`src/rtl/i2s_serializer.sv`:
```
// i2s_serializer: double-buffered audio frame serializer, Philips I2S or left-justified.
// Optional build macro: I2S_SERIALIZER_UNDERRUN_ZERO_EN sends silence instead of repeating on underrun.
module i2s_serializer #(
  parameter int unsigned SAMPLE_WIDTH = 16,
  parameter int unsigned SLOT_WIDTH   = 32,
  parameter int unsigned CHANNELS     = 2,
  parameter int unsigned BCLK_DIV     = 6
) (
  input  logic                             clock_16_934_400,
  input  logic                             reset,
  input  logic [CHANNELS*SAMPLE_WIDTH-1:0] sample_in,
  input  logic                             sample_valid,
  output logic                             sample_ready,
  input  logic                             i2s_mode,
  output logic                             i2s_bit_clock,
  output logic                             i2s_left_right_clock,
  output logic                             i2s_data,
  output logic                             underrun
);

  localparam int unsigned FRAME_W = CHANNELS * SAMPLE_WIDTH;
  localparam int unsigned IDX_W   = $clog2(FRAME_W);
  localparam int unsigned DIV_W   = $clog2(BCLK_DIV);
  localparam int unsigned SLOT_W  = $clog2(CHANNELS);
  localparam int unsigned POS_W   = $clog2(SLOT_WIDTH);

  logic [DIV_W-1:0]   div_cnt;
  logic [SLOT_W-1:0]  slot_cnt;
  logic [POS_W-1:0]   pos_cnt;
  logic [FRAME_W-1:0] hold_buf;
  logic [FRAME_W-1:0] shift_buf;
  logic [FRAME_W-1:0] frame_buf;
  logic               mode_q;
  logic               primed;
  logic               release_pending;
  logic               lj_prev;
  logic               fall;
  logic               boundary;
  logic               take;
  logic               starve;
  logic               mode_eff;
  logic               lj_bit;
  logic [IDX_W-1:0]   lj_idx;

  // slot_cnt/pos_cnt name the bit emitted at the next falling edge; boundary is bit 0.
  // Holding register is full exactly while sample_ready is low (the release cycle never meets a boundary).
  always_comb begin
    fall     = (div_cnt == '0);
    boundary = fall && (slot_cnt == '0) && (pos_cnt == '0);
    take     = boundary && !sample_ready;
    starve   = boundary && sample_ready && primed;
    mode_eff = boundary ? i2s_mode : mode_q;
  end

  // Frame content for this bit: at a boundary, the freshly loaded (or underrun) frame.
  always_comb begin
    frame_buf = shift_buf;
    if (take) begin
      frame_buf = hold_buf;
    end
`ifdef I2S_SERIALIZER_UNDERRUN_ZERO_EN
    else if (starve) begin
      frame_buf = '0;
    end
`endif
  end

  // Left-justified bit: MSB first within the slot, zero padding after the sample.
  always_comb begin
    lj_idx = '0;
    lj_bit = 1'b0;
    if (32'(pos_cnt) < SAMPLE_WIDTH) begin
      lj_idx = IDX_W'(32'(slot_cnt) * SAMPLE_WIDTH + (SAMPLE_WIDTH - 32'd1) - 32'(pos_cnt));
      lj_bit = frame_buf[lj_idx];
    end
  end

  // Bit clock, frame counters and serial outputs.
  always_ff @(posedge clock_16_934_400 or posedge reset) begin
    if (reset) begin
      div_cnt              <= '0;
      slot_cnt             <= '0;
      pos_cnt              <= '0;
      shift_buf            <= '0;
      mode_q               <= 1'b0;
      lj_prev              <= 1'b0;
      i2s_bit_clock        <= 1'b0;
      i2s_left_right_clock <= 1'b0;
      i2s_data             <= 1'b0;
      underrun             <= 1'b0;
    end else begin
      div_cnt       <= (div_cnt == DIV_W'(BCLK_DIV - 1)) ? '0 : div_cnt + DIV_W'(1);
      i2s_bit_clock <= (32'(div_cnt) >= BCLK_DIV / 2);
      underrun      <= starve;
      if (boundary) begin
        mode_q    <= i2s_mode;
        shift_buf <= frame_buf;
      end
      if (fall) begin
        i2s_left_right_clock <= (32'(slot_cnt) >= CHANNELS / 2);
        i2s_data             <= mode_eff ? lj_prev : lj_bit;
        lj_prev              <= lj_bit;
        if (pos_cnt == POS_W'(SLOT_WIDTH - 1)) begin
          pos_cnt  <= '0;
          slot_cnt <= (slot_cnt == SLOT_W'(CHANNELS - 1)) ? '0 : slot_cnt + SLOT_W'(1);
        end else begin
          pos_cnt <= pos_cnt + POS_W'(1);
        end
      end
    end
  end

  // Holding register handshake; ready returns one edge after the boundary transfer.
  always_ff @(posedge clock_16_934_400 or posedge reset) begin
    if (reset) begin
      hold_buf        <= '0;
      sample_ready    <= 1'b1;
      primed          <= 1'b0;
      release_pending <= 1'b0;
    end else begin
      release_pending <= take;
      if (release_pending) begin
        sample_ready <= 1'b1;
      end else if (sample_valid && sample_ready) begin
        hold_buf     <= sample_in;
        sample_ready <= 1'b0;
        primed       <= 1'b1;
      end
    end
  end

endmodule

```
`config.mk`:
```
export PLATFORM = sky130hd
export DESIGN_NAME = i2s_serializer
export DESIGN_NICKNAME = d
export VERILOG_FILES = /design/src/rtl/i2s_serializer.sv
export SDC_FILE = /design/constraint.sdc
export NUM_CORES = 1
export LEC_CHECK = 0
export CAP_MARGIN = 15
export CORE_ASPECT_RATIO = 1.5
export CORE_MARGIN = 2
export CORE_UTILIZATION = 68
export DETAILED_ROUTE_END_ITERATION = 8
export DONT_BUFFER_PORTS = 1
export PLACE_DENSITY = 0.89
export SYNTH_ARGS = -nofsm -noshare
export SYNTH_HDL_FRONTEND = slang
export SYNTH_SLANG_ARGS = --single-unit
```
`constraint.sdc`:
```
create_clock -name clock_16_934_400 -period 4.2 [get_ports clock_16_934_400]
set_clock_uncertainty 0.2 [all_clocks]
set_input_delay 0.84 -clock clock_16_934_400 [delete_from_list [all_inputs] [get_ports clock_16_934_400]]
set_output_delay 0.84 -clock clock_16_934_400 [all_outputs]
set_load 0.01 [all_outputs]
```
-- Word level (Yosys, flattened, before mapping)
Cells that the tools add are included.
- add/sub/neg operators: 5
- multiply operators: 0
- div/mod/pow operators: 0
- order comparisons: 4
- equality and inequality tests: 2
- shift operators: 0
- muxes and demuxes: 11
- bitwise gates (word level): 2
- reduce and logical (&&, ||, !) cells: 12
- operator list (operator ; number):
    two-way mux 32 bit ; 1
    two-way mux 1 bit ; 7
    logical AND 1 bit ; 6
    less-than comparator 5 x 6 -> 1 bit (second input constant) ; 1
    adder 5 x 1 -> 5 bit (second input constant) ; 1
    adder 5 x 4 -> 5 bit (second input constant) ; 1
    binary-select mux 1 bit (select 5 bit) ; 1
    == test 5 bit (second input constant) ; 1
    zero test 5 bit ; 1
    less-than comparator 5 bit (second input constant) ; 1
    two-way mux 5 bit ; 1
    subtractor 5 bit ; 1
    AND reduction 2 bit ; 2
    adder 3 x 1 -> 3 bit (second input constant) ; 1
    == test 3 bit (second input constant) ; 1
    greater-or-equal comparator 3 x 2 -> 1 bit (second input constant) ; 1
    zero test 3 bit ; 1
    two-way mux 3 bit ; 1
    NOT 1 bit ; 2
    nonzero test 2 bit ; 1
    adder 1 bit (second input constant) ; 1
    greater-or-equal comparator 1 bit (second input constant) ; 1
    zero test 1 bit ; 1
- flip-flop bits (word level): 82
- bits in latches: 0
- memory bits (writable): 0
- ROM bits: 0
- bits of input ports: 36
- output and inout port bits: 5
- logic and storage cells: 50
- memories: 0

-- Depth between registers and ports, before layout
- depth after elaboration: 9
- gate-level depth with buffers: 12

-- Worst setup path before layout
Ideal clock, no wire load.
- path kind: register -> register
- start point: register pos_cnt[0]
- end point: register i2s_data
- data arrival time: 2.527 ns
- data required time: 3.908 ns
- setup slack: 1.381 ns
- cell stages (with the launch flop): 11
- path buffers: 1
- path through: dfrtp_1 > buf_2 > inv_1 > ha_1 > nor4b_1 > and2_0 > mux2_2 > a211o_1 > o211ai_1 > a32oi_2 > o31ai_2
- word-level cells in the longest chain between the ends: 8
- ends and longest elaborated chain (item ; line ; text):
    from (decl) ; 29 ; logic [POS_W-1:0] pos_cnt;
    from (signal assigned) ; 107 ; pos_cnt <= pos_cnt + POS_W'(1);
    parallel branches: the longest is 7 deep, another holds subtractor 5 bit ; - ;
    two-way mux 1 bit (*) ; 101 ; i2s_data <= mode_eff ? lj_prev : lj_bit;
    to (signal assigned) ; 101 ;
    to (decl) ; 17 ; output logic i2s_data,
Every way passes the cells marked *. The select of a mux whose other input is x is not followed.
A chain may end at the register's enable or synchronous reset.

-- Worst setup path in the final report
- start point: register pos_cnt[1]
- end point: register lj_prev
- word-level cells in the longest chain between the ends: 7
- ends and longest elaborated chain (item ; line ; text):
    parallel branches: the longest is 6 deep, another holds subtractor 5 bit ; - ;
    two-way mux 1 bit (*) ; 72 ; if (32'(pos_cnt) < SAMPLE_WIDTH) begin
    to (signal assigned) ; 102 ; lj_prev <= lj_bit;
    to (decl) ; 36 ; logic lj_prev;
Marks and branches as above.

==> key figures <==
Outcome
  • Outcome: finished clean

Layout
  • Multi-input gate area: 1630 µm²
  • Layout cells sized above 1: 19.6%
  • Filler Cells Inserted: 383
  • Diode count: 0
  • Seq. cell area: 2050 µm²
  • Final Non-Filler Cells: 427
  • Layout Nets: 392
  • Layout Area Growth over Synthesis: 6.39%

GRT
  • Global-route wire length before repair: 12800 µm
  • Largest net degree at the start of global routing: 57
  • GR Util met3: 6.55%
  • Most Crowded Layer GR: met2
  • M2 GR Usage: 45.5%
  • Remaining Overflow, GRT: 0
  • Initial antenna violation count: 0
  • GRT Total Usage: 27.6%
  • Vias in the first global route: 2636
  • Met1 usage: 35.4%

Die
  • I/O pin count: 41
  • Core area: 5450 µm²
  • DIE AREA: 6270 µm²
  • Initial Utilization: 70.4%
  • # rows: 33
  • DIE WIDTH: 65.3 µm
  • Die height: 96.0 µm

STA
  • Tcrit/Tclk final: 84.3%
  • Worst Tran Pin Value: 948 ps
  • RSZ-0062 raised after global routing: false
  • Final hold viol count: 0
  • Final hold slack: 257 ps
  • Final min period: 3540 ps
  • Max_slew headroom: 36.8%
  • Setup_tns: 0 ps
  • Setup WS post-layout: 660 ps
  • Slew Viols, Final: 0
  • Setup violations, final: 0
  • F_max: 0.283 GHz

Power and ir drop
  • Power Density: 364 nW/µm²
  • Static leakage: 2.12 nW
  • Power, Total: 1.49 mW
  • Peak supply drop: 0.325 mV

Logic synthesis
  • Adder and majority gate portion of the synthesized area: 1.30%
  • EDFF count, synth: 0
  • Synth top area cells: dfrtp_1 53%, mux2_2 11%, nand2_1 8.4%
  • Syn Area/Cell: 10.8 µm²
  • Largest family of logic cells by synthesized area: multiplexers
  • Mapped Cells: 354
  • Post-synthesis sequential area ratio: 53.5%
  • Mux contribution to synthesized area: 16.9%
  • Post-synthesis compound-gate area fraction: 8.15%
  • Post-synthesis simple-gate area fraction: 15.9%
  • Synth warnings: 0
  • #FFs+latches synth: 82
  • Post-synth ARST share: 100%
  • Area leader, netlist: dfrtp_1
  • Syn Nets: 394
  • Post-synthesis cell type count: 50
  • Area share of the largest cell type after synthesis: 52.8%
  • Most frequent cell after synthesis: nand2_1
  • Xor/xnor share of the synthesized area: 0.228%
  • Mapped cell area: 3840 µm²
  • Synth top cells by count: 86 x nand2_1, 81 x dfrtp_1, 38 x mux2_2
  • Predominant post-synthesis flop cell: dfrtp_1

Place
  • DP Worst Slack: 729 ps
  • Port bufs: 0
  • DP HPWL: 5200 µm
  • GP Congestion: 0.872
  • Dpl cells: 411

Routing
  • Average vias per placed instance: 6.03
  • Final WL: 7640 µm
  • DRC Markers: 0
  • Vias: 2575
  • Post-route ant nets: 0
  • Routed len/inst: 17.9 µm
  • First-pass DRT Iterations: 4
  • DR iter-0 viols: 146

Critical path
  • Setup crit end kind: register
  • WS Path Type: register to register
  • Worst path required time: 4230 ps
  • Arr. time, crit path: 3570 ps
  • Critical Path Fanout Max: 33
  • Worst setup SP type: register

CTS
  • Clock Sinks: 82
  • Post-CTS resize count: 0
  • Setup Buffers After CTS: 0
  • TritonCTS Buffers: 9
  • Root buffer cell: clkbuf_8
  • Cts hold-fix bufs: 0
  • CTS HTree Levels: 3
  • CTS tree: done
  • CTS max path bufs: 2
  • Reg clk slew, reported paths: 80 ps
  • Latest clock arrival within the worst-skew pair: 360 ps

Min path
  • Hold Path Class: register to register

Flow run
  • Max Cap Violations: 0
## path summary, 6_finish.rpt
kind,slack (ps),from,endpoint,cells past startpoint
setup / recovery,660,pos_cnt[1],lj_prev,10
min in group asynchronous,330,reset,hold_buf[12],1
setup reg to reg,660,pos_cnt[1],lj_prev,10
hold reg to reg,260,release_pending,sample_ready,1
max in group asynchronous,2610,reset,shift_buf[18],2
hold / removal,260,release_pending,sample_ready,1
## power by group
part	switching, mW	internal (mW)	leakage (nW)
Combinational	0.0265	0.0326	0.958
Clock	0.297	0.278	0.0885
Sequential	0.0278	0.826	1.07
## state kept, by name, indices dropped and copies added (netlist names)
register              count
i2s_left_right_clock      1
sample_ready              1
lj_prev                   1
hold_buf                 32
div_cnt                   3
underrun                  1
pos_cnt                   5
i2s_data                  1
primed                    1
shift_buf                32
slot_cnt                  1
i2s_bit_clock             1
mode_q                    1
release_pending           1
## cell usage in the layout (no fill, tap or decap), types with 2 or more instances in the layout
master       n
nand3_1      4
o21ai_0     10
nand2b_1     4
mux2_2      38
mux2i_1     18
nor3_1       5
ha_1         4
clkinvlp_4   4
nor2b_1      5
a211o_1      3
nand3b_1     3
a221o_1      2
o211ai_1     2
nand2_1     86
a21oi_1      3
buf_4        4
dfrtp_1     81
a31oi_1      2
inv_1       13
nand4_1      3
and3_1       4
o31ai_2      2
or3_1        2
nor2_1      13
clkbuf_8     9
inv_6        2
a211oi_1     4
## critical path, stage by stage (launching register included)
cell and delay [ps]:
dfrtp_1 600, inv_2 210, ha_1 180, nor4b_1 440, nand3b_1 430, buf_12 320, a221oi_1 320, a221o_1 200
o311ai_1 130, a32oi_2 290, o21ai_1 90
## cell type report
type | instances | area share [%]
Sequential cell | 82 | 50.3
Multi-Input combinational cell | 239 | 40.0
Clock buffer | 9 | 3.03
Tap cell | 70 | 2.15
Clock inverter | 7 | 1.90
Inverter | 15 | 1.41
Timing Repair Buffer | 5 | 1.23
## metrics by stage
step | util (%) | instance area [µm²]
5_1_grt | 74.9 | 4080
2_1_floorplan | - | 3840
3_5_place_dp | 71.2 | 3880
6_report | 74.9 | 4080
3_3_place_gp | 71.2 | 3880
4_1_cts | 74.9 | 4080
## cell families after synthesis
family	after synthesis
flops	82
fa+ha+maj	4
buf+inv	33
mux	58
simple gates	135
xor+xnor	1
compound gates	41
## routing by layer
metal / part of all wire [%] / up-vias / routed length, µm
li1: - / 1212 / -
met1: 42 / 1287 / 3180
met2: 52 / 61 / 4000
met3: 3.9 / 15 / 301
met4: 2.2 / 0 / 167
met5: 0 / - / 0
No activity file was read; power rests on OpenSTA's default activity.
